<file path="config.mk">
export PLATFORM = sky130hd
export DESIGN_NAME = dm_abstract_cmd
export DESIGN_NICKNAME = d
export VERILOG_FILES = /design/src/rtl/dm_abstract_cmd.sv
export SDC_FILE = /design/constraint.sdc
export NUM_CORES = 1
export LEC_CHECK = 0
export ABC_AREA = 0
export CAP_MARGIN = 10
export CORE_MARGIN = 2
export CORE_UTILIZATION = 43
export CTS_CLUSTER_SIZE = 8
export DETAILED_ROUTE_END_ITERATION = 10
export PLACE_DENSITY = 0.89
export SYNTH_ARGS = -nofsm -noshare
export SYNTH_HDL_FRONTEND = slang
export SYNTH_SLANG_ARGS = --single-unit
</file>
<file path="constraint.sdc">
create_clock -name iClk -period 4.1 [get_ports iClk]
set_clock_uncertainty 0.2 [all_clocks]
set_input_delay 0.41 -clock iClk [delete_from_list [all_inputs] [get_ports iClk]]
set_output_delay 0.41 -clock iClk [all_outputs]
set_load 0.005 [all_outputs]
</file>
<file path="src/rtl/dm_abstract_cmd.sv">
// Abstract-command engine: executes Access Register commands against the hart's
// GPR file or CSR space over two request/acknowledge ports and reports busy/cmderr.
module dm_abstract_cmd #(
  parameter int unsigned TIMEOUT_CYCLES = 256,
  parameter int unsigned TO_W           = $clog2(TIMEOUT_CYCLES + 1)
) (
  input  logic        iClk,
  input  logic        iRst_n,
  input  logic        iCmdValid,
  input  logic [31:0] iCommand,
  input  logic [31:0] iData0,
  input  logic        iHalted,
  input  logic        iClearErr,
  output logic        oBusy,
  output logic [2:0]  oCmdErr,
  output logic        oData0Valid,
  output logic [31:0] oData0,
  output logic        oRfReq,
  output logic        oRfWe,
  output logic [4:0]  oRfAddr,
  output logic [31:0] oRfWdata,
  input  logic        iRfAck,
  input  logic [31:0] iRfRdata,
  output logic        oCsrReq,
  output logic        oCsrWe,
  output logic [11:0] oCsrAddr,
  output logic [31:0] oCsrWdata,
  input  logic        iCsrAck,
  input  logic        iCsrErr,
  input  logic [31:0] iCsrRdata
);

  typedef enum logic [1:0] {
    IDLE = 2'd0,
    REQ  = 2'd1,
    DONE = 2'd2
  } state_e;

  localparam logic [2:0] ERR_NONE   = 3'd0;
  localparam logic [2:0] ERR_BUSY   = 3'd1;
  localparam logic [2:0] ERR_NOTSUP = 3'd2;
  localparam logic [2:0] ERR_EXC    = 3'd3;
  localparam logic [2:0] ERR_HALT   = 3'd4;

  localparam logic [TO_W-1:0] TO_LAST = TO_W'(TIMEOUT_CYCLES - 1);

  state_e            state_q,   state_d;
  logic              tgt_csr_q, tgt_csr_d;
  logic              we_q,      we_d;
  logic [11:0]       addr_q,    addr_d;
  logic [31:0]       wdata_q,   wdata_d;
  logic [31:0]       rdata_q,   rdata_d;
  logic              rd_ok_q,   rd_ok_d;
  logic [TO_W-1:0]   to_cnt_q,  to_cnt_d;
  logic [2:0]        cmderr_q,  cmderr_d;

  // Command word fields
  logic [7:0]  cmdtype;
  logic [2:0]  aarsize;
  logic        postexec;
  logic        transfer;
  logic        is_write;
  logic [15:0] regno;
  logic        unused_cmd_bits;

  assign cmdtype         = iCommand[31:24];
  assign aarsize         = iCommand[22:20];
  assign postexec        = iCommand[18];
  assign transfer        = iCommand[17];
  assign is_write        = iCommand[16];
  assign regno           = iCommand[15:0];
  assign unused_cmd_bits = ^{iCommand[23], iCommand[19]};

  logic regno_csr;
  logic regno_gpr;
  logic busy;
  logic busy_err;
  logic ack_sel;
  logic fsm_err;
  logic [2:0] fsm_err_code;

  assign regno_csr = (regno[15:12] == 4'h0);
  assign regno_gpr = (regno[15:5] == 11'h080);
  assign busy      = (state_q != IDLE);
  assign busy_err  = iCmdValid && busy;
  assign ack_sel   = tgt_csr_q ? iCsrAck : iRfAck;

  always_comb begin
    state_d      = state_q;
    tgt_csr_d    = tgt_csr_q;
    we_d         = we_q;
    addr_d       = addr_q;
    wdata_d      = wdata_q;
    rdata_d      = rdata_q;
    rd_ok_d      = rd_ok_q;
    to_cnt_d     = to_cnt_q;
    fsm_err      = 1'b0;
    fsm_err_code = ERR_NONE;

    unique case (state_q)
      IDLE: begin
        // A pending error locks out new commands until the debugger clears it
        if (iCmdValid && (cmderr_q == ERR_NONE)) begin
          if (cmdtype != 8'h00) begin
            fsm_err      = 1'b1;
            fsm_err_code = ERR_NOTSUP;
          end else if (!transfer && !postexec) begin
            state_d = IDLE;
          end else if ((aarsize != 3'd2) || postexec) begin
            fsm_err      = 1'b1;
            fsm_err_code = ERR_NOTSUP;
          end else if (!regno_csr && !regno_gpr) begin
            fsm_err      = 1'b1;
            fsm_err_code = ERR_NOTSUP;
          end else if (!iHalted) begin
            fsm_err      = 1'b1;
            fsm_err_code = ERR_HALT;
          end else begin
            state_d   = REQ;
            tgt_csr_d = regno_csr;
            addr_d    = regno_csr ? regno[11:0] : {7'd0, regno[4:0]};
            we_d      = is_write;
            wdata_d   = iData0;
            rd_ok_d   = 1'b0;
            to_cnt_d  = '0;
          end
        end
      end

      REQ: begin
        to_cnt_d = to_cnt_q + TO_W'(1);
        if (ack_sel) begin
          state_d = DONE;
          if (tgt_csr_q && iCsrErr) begin
            fsm_err      = 1'b1;
            fsm_err_code = ERR_EXC;
          end else if (!we_q) begin
            rdata_d = tgt_csr_q ? iCsrRdata : iRfRdata;
            rd_ok_d = 1'b1;
          end
        end else if (to_cnt_q == TO_LAST) begin
          // Nobody answered: abandon the request
          state_d      = DONE;
          fsm_err      = 1'b1;
          fsm_err_code = ERR_EXC;
        end
      end

      DONE: begin
        state_d = IDLE;
        rd_ok_d = 1'b0;
      end

      default: state_d = IDLE;
    endcase
  end

  // Busy collision outranks the in-flight command's own error; errors outrank clear
  always_comb begin
    cmderr_d = cmderr_q;
    if ((cmderr_q == ERR_NONE) && busy_err) begin
      cmderr_d = ERR_BUSY;
    end else if ((cmderr_q == ERR_NONE) && fsm_err) begin
      cmderr_d = fsm_err_code;
    end else if (iClearErr && !busy) begin
      cmderr_d = ERR_NONE;
    end
  end

  always_ff @(posedge iClk or negedge iRst_n) begin
    if (!iRst_n) begin
      state_q   <= IDLE;
      tgt_csr_q <= 1'b0;
      we_q      <= 1'b0;
      addr_q    <= '0;
      wdata_q   <= '0;
      rdata_q   <= '0;
      rd_ok_q   <= 1'b0;
      to_cnt_q  <= '0;
      cmderr_q  <= ERR_NONE;
    end else begin
      state_q   <= state_d;
      tgt_csr_q <= tgt_csr_d;
      we_q      <= we_d;
      addr_q    <= addr_d;
      wdata_q   <= wdata_d;
      rdata_q   <= rdata_d;
      rd_ok_q   <= rd_ok_d;
      to_cnt_q  <= to_cnt_d;
      cmderr_q  <= cmderr_d;
    end
  end

  // Port outputs are qualified by the request so idle ports read as zero
  logic rf_req;
  logic csr_req;

  assign rf_req  = (state_q == REQ) && !tgt_csr_q;
  assign csr_req = (state_q == REQ) && tgt_csr_q;

  assign oBusy       = busy;
  assign oCmdErr     = cmderr_q;
  assign oData0Valid = (state_q == DONE) && rd_ok_q;
  assign oData0      = rdata_q;

  assign oRfReq    = rf_req;
  assign oRfWe     = rf_req && we_q;
  assign oRfAddr   = rf_req ? addr_q[4:0] : 5'd0;
  assign oRfWdata  = rf_req ? wdata_q : 32'd0;

  assign oCsrReq   = csr_req;
  assign oCsrWe    = csr_req && we_q;
  assign oCsrAddr  = csr_req ? addr_q : 12'd0;
  assign oCsrWdata = csr_req ? wdata_q : 32'd0;

endmodule
</file>
==> impl_results.md <==
- Fraction of synthesized cell area in xor and xnor cells: 0%
- Syn_nets: between 600 and 700
- Avg WL per Cell: 17.1 um
- Share of post-route cells with drive strength above 1: ~4.5%
- DR pass1 iterations: 4
- Synth Register Bits: between 90 and 100
- Largest family of logic cells by synthesized area: simple AND/OR/NAND/NOR gates
- Routed Wire Length: roughly 14000 um
- Die W: roughly 110 um
- Placed cells: 832
- Finished Layout Cells: 849
- Post-Layout Inst Area: 7640 sq um
- Io pins: between 200 and 300
- Htree depth: 3
- Status: finished, final reports clean
- GR Util All Layers: between 20% and 30%
- Vias: between 4k and 5k
- Synth-to-layout area growth: 59.2%
- Post-route minimum period: roughly 3200 ps
- Fin. max-slew vios: 0
- Total Negative Setup Slacks: 0 ps
- Max Fanout on Critical Path: 39
- CP arrival: about 2600 ps
- # Post-CTS Setup Buffers: 0
- Placed cell area: roughly 7400 sq um
- Post-Synth Simple-Gate Area: around a fifth
- Hold crit path type: register to register
- Async set or reset register ratio after synthesis: between 90% and 100%
- LEAKAGE: between 3 and 4 nW
- Predominant post-synthesis flop cell: dfrtp_1
- Port Buffers: between 200 and 300
- Rel. slew slack: a little over a quarter
- Final HPWL DP: ~11000 um
- Sequential area share after synthesis: 48.5%
- CTS Root Cell: clkbuf_8
- Hold_sp: wdata_q[26]
- Synth top area share: 48.5%
- Vias in the first global route: about 4.4k
- Buffer depth of the longest clock path: 2
- PwrDens: ~240 nW/um^2
- Hold Fails Final Rpt: 0
- Post-synthesis compound-gate area fraction: between 8 and 9%
- Post_cts resized: 0
- Crit share post-route: roughly four fifths
- Req. time, crit path: roughly 3500 ps
- Final setup viols: 0
- Largest net degree at the start of global routing: between 60 and 70
- Clk_lat worst skew: between 300 and 400 ps
- Worst-Margin Slew: around 1100 ps
- Rows: 38
- Synth Instances: between 400 and 500
- Max-Cap Viols: 0
- Gp weighted congestion: roughly 0.9
- Most frequent cell after synthesis: dfrtp_1
- Remaining Overflow, GRT: 0
- Crit path buf inv count: 2
- Mapped Avg Cell Area: between 10 and 15 sq um
- Worst reg2reg path startpoint: oCmdErr[1]
- CP top delay family: buffers and inverters
- Initial core utilization: about 44%
- RSZ-0062 raised after global routing: no
- Crit path capture type: output pin
- CP max stage delay: about 560 ps
- Distinct cells, synth: 41
- Filler instances: between 700 and 800
- VDD IR-drop max: approximately 190 uV
- Antenna-violating nets left: 0
- Mapped cell area: 4800 sq um
- WS Path Type: register to output pin
- Dpl ws: about 900 ps
- Synth Area in Adders: 0.521%
- Setup WS post-layout: 896 ps
- Top post-synthesis cells by area: dfrtp_1 48%, mux2_1 9.1%, mux2i_1 8.1%, and3_1 6.1%, and2_1 5.2%
- Core Area: 10900 sq um
- Initial antenna violation count: 0
- Clock transition at path regs: ~110 ps
- Commonest cells in the netlist: 93 x dfrtp_1, 47 x and3_1, 42 x nor2_1, 40 x and2_1
- Initial DRC count: 276
- DIE AREA: between 10000 and 15000 sq um
- Hold_ws: roughly 310 ps
- First-pass GRT wire length: between 20000 and 25000 um
- Post-synth EDFFs: 0
- CTS tree: yes
- CP startpoint: state_q[0]
- DRC: 0
- FMAX: between 0.3 and 0.4 GHz
- Crit path cell chain: nor2b_2 > buf_4 > and3_1 > clkdlybuf4s50_1
- Antenna diodes: 0
- Clock Sinks: 93
- Vias/cell: approximately 5.2
- Cts bufs inserted: 9
- Critical-path top delay cell: dfrtp_1
- Mux cell area share after synthesis: 17.5%
- Nets@finish: approximately 840
- Ys Warns: 0
- Cell accounting for the most synthesized area: dfrtp_1
- CP Launch Type: register
- Die Ht: 110 um
[state kept, by name (all words and copies together) (netlist names)]
| register | cells |
|---|---|
| oCmdErr | 3 |
| oData0 | 32 |
| wdata_q | 32 |
| we_q | 1 |
| rd_ok_q | 1 |
| tgt_csr_q | 1 |
| addr_q | 12 |
| to_cnt_q | 9 |
| state_q | 2 |
[cell type report]
| class | instances | area, sq um | area share, % |
|---|---|---|---|
| clock inverter | 7 | 72.6 | 0.949 |
| timing repair buffer | 263 | 2610 | 34.2 |
| multi-input combinational | 325 | 2290 | 29.9 |
| clock buffer | 9 | 124 | 1.62 |
| tap | 140 | 175 | 2.29 |
| inverter | 12 | 45.0 | 0.589 |
| sequential | 93 | 2330 | 30.5 |
[where the power goes]
part / internal, W / switching (W)
logic: 0.000176 / 0.0000823
clock network: 0.000242 / 0.000372
registers: 0.000940 / 0.0000146
total: 0.00136 / 0.000469
[metal layers]
| layer | share of wire [%] | routed length [um] | up-vias | GRT usage (%) |
|---|---|---|---|---|
| met4 | 3.1 | 450 | 0 | 9.49 |
| met3 | 5.9 | 856 | 37 | 5.51 |
| li1 | - | - | 2091 | - |
| met2 | 52 | 7600 | 154 | 42.6 |
| met1 | 39 | 5580 | 2126 | 28.9 |
| met5 | 0 | 0 | - | 0 |
[layout by cell type, fill, tap and decap left out, types with 4 or more instances in the layout]
cell type and count:
buf_4 8, dfrtp_1 92, nor2_1 41, clkdlybuf4s50_1 254, nor3_1 6, inv_1 12
and3_1 47, o21a_1 4, a21oi_1 35, o21ai_0 7, clkbuf_8 9, nor4_1 6
mux2i_1 39, a21o_1 4, nand2_1 20, mux2_1 39, and2_1 40
[through the flow]
stage                     power [W]  utilization (%)
after floorplan             0.00102                -
after global placement      0.00122             68.3
after detailed placement    0.00123             68.3
after CTS                   0.00184             70.2
after global routing        0.00190             70.2
final                       0.00183             70.2
[path summary, 6_finish.rpt]
path | to | slack, ps | cells after the start
min reg2reg | wdata_q[26] | 310 | 1
max | oCsrWdata[8] | 900 | 4
max in group asynchronous | to_cnt_q[4] | 2290 | 3
max reg2reg | tgt_csr_q | 1320 | 5
min | wdata_q[26] | 310 | 1
min in group asynchronous | wdata_q[22] | 500 | 2
[cells by family (layout without fill, tap and decap cells)]
kind of cell             Yosys count  after routing
buffers and inverters             45            291
adder cells (fa/ha/maj)            2              2
multiplexers                      79             79
AO/OA/AOI/OAI                     65             65
AND/OR/NAND/NOR                  179            179
flip-flops                        93             93
[what timing repair did]
item	4_1_cts	5_1_grt
endpoints found under the hold margin	65	0
hold buffers	1	0
endpoints found under the setup margin	0	0
Note: power is estimated with default switching activity, not from simulation.
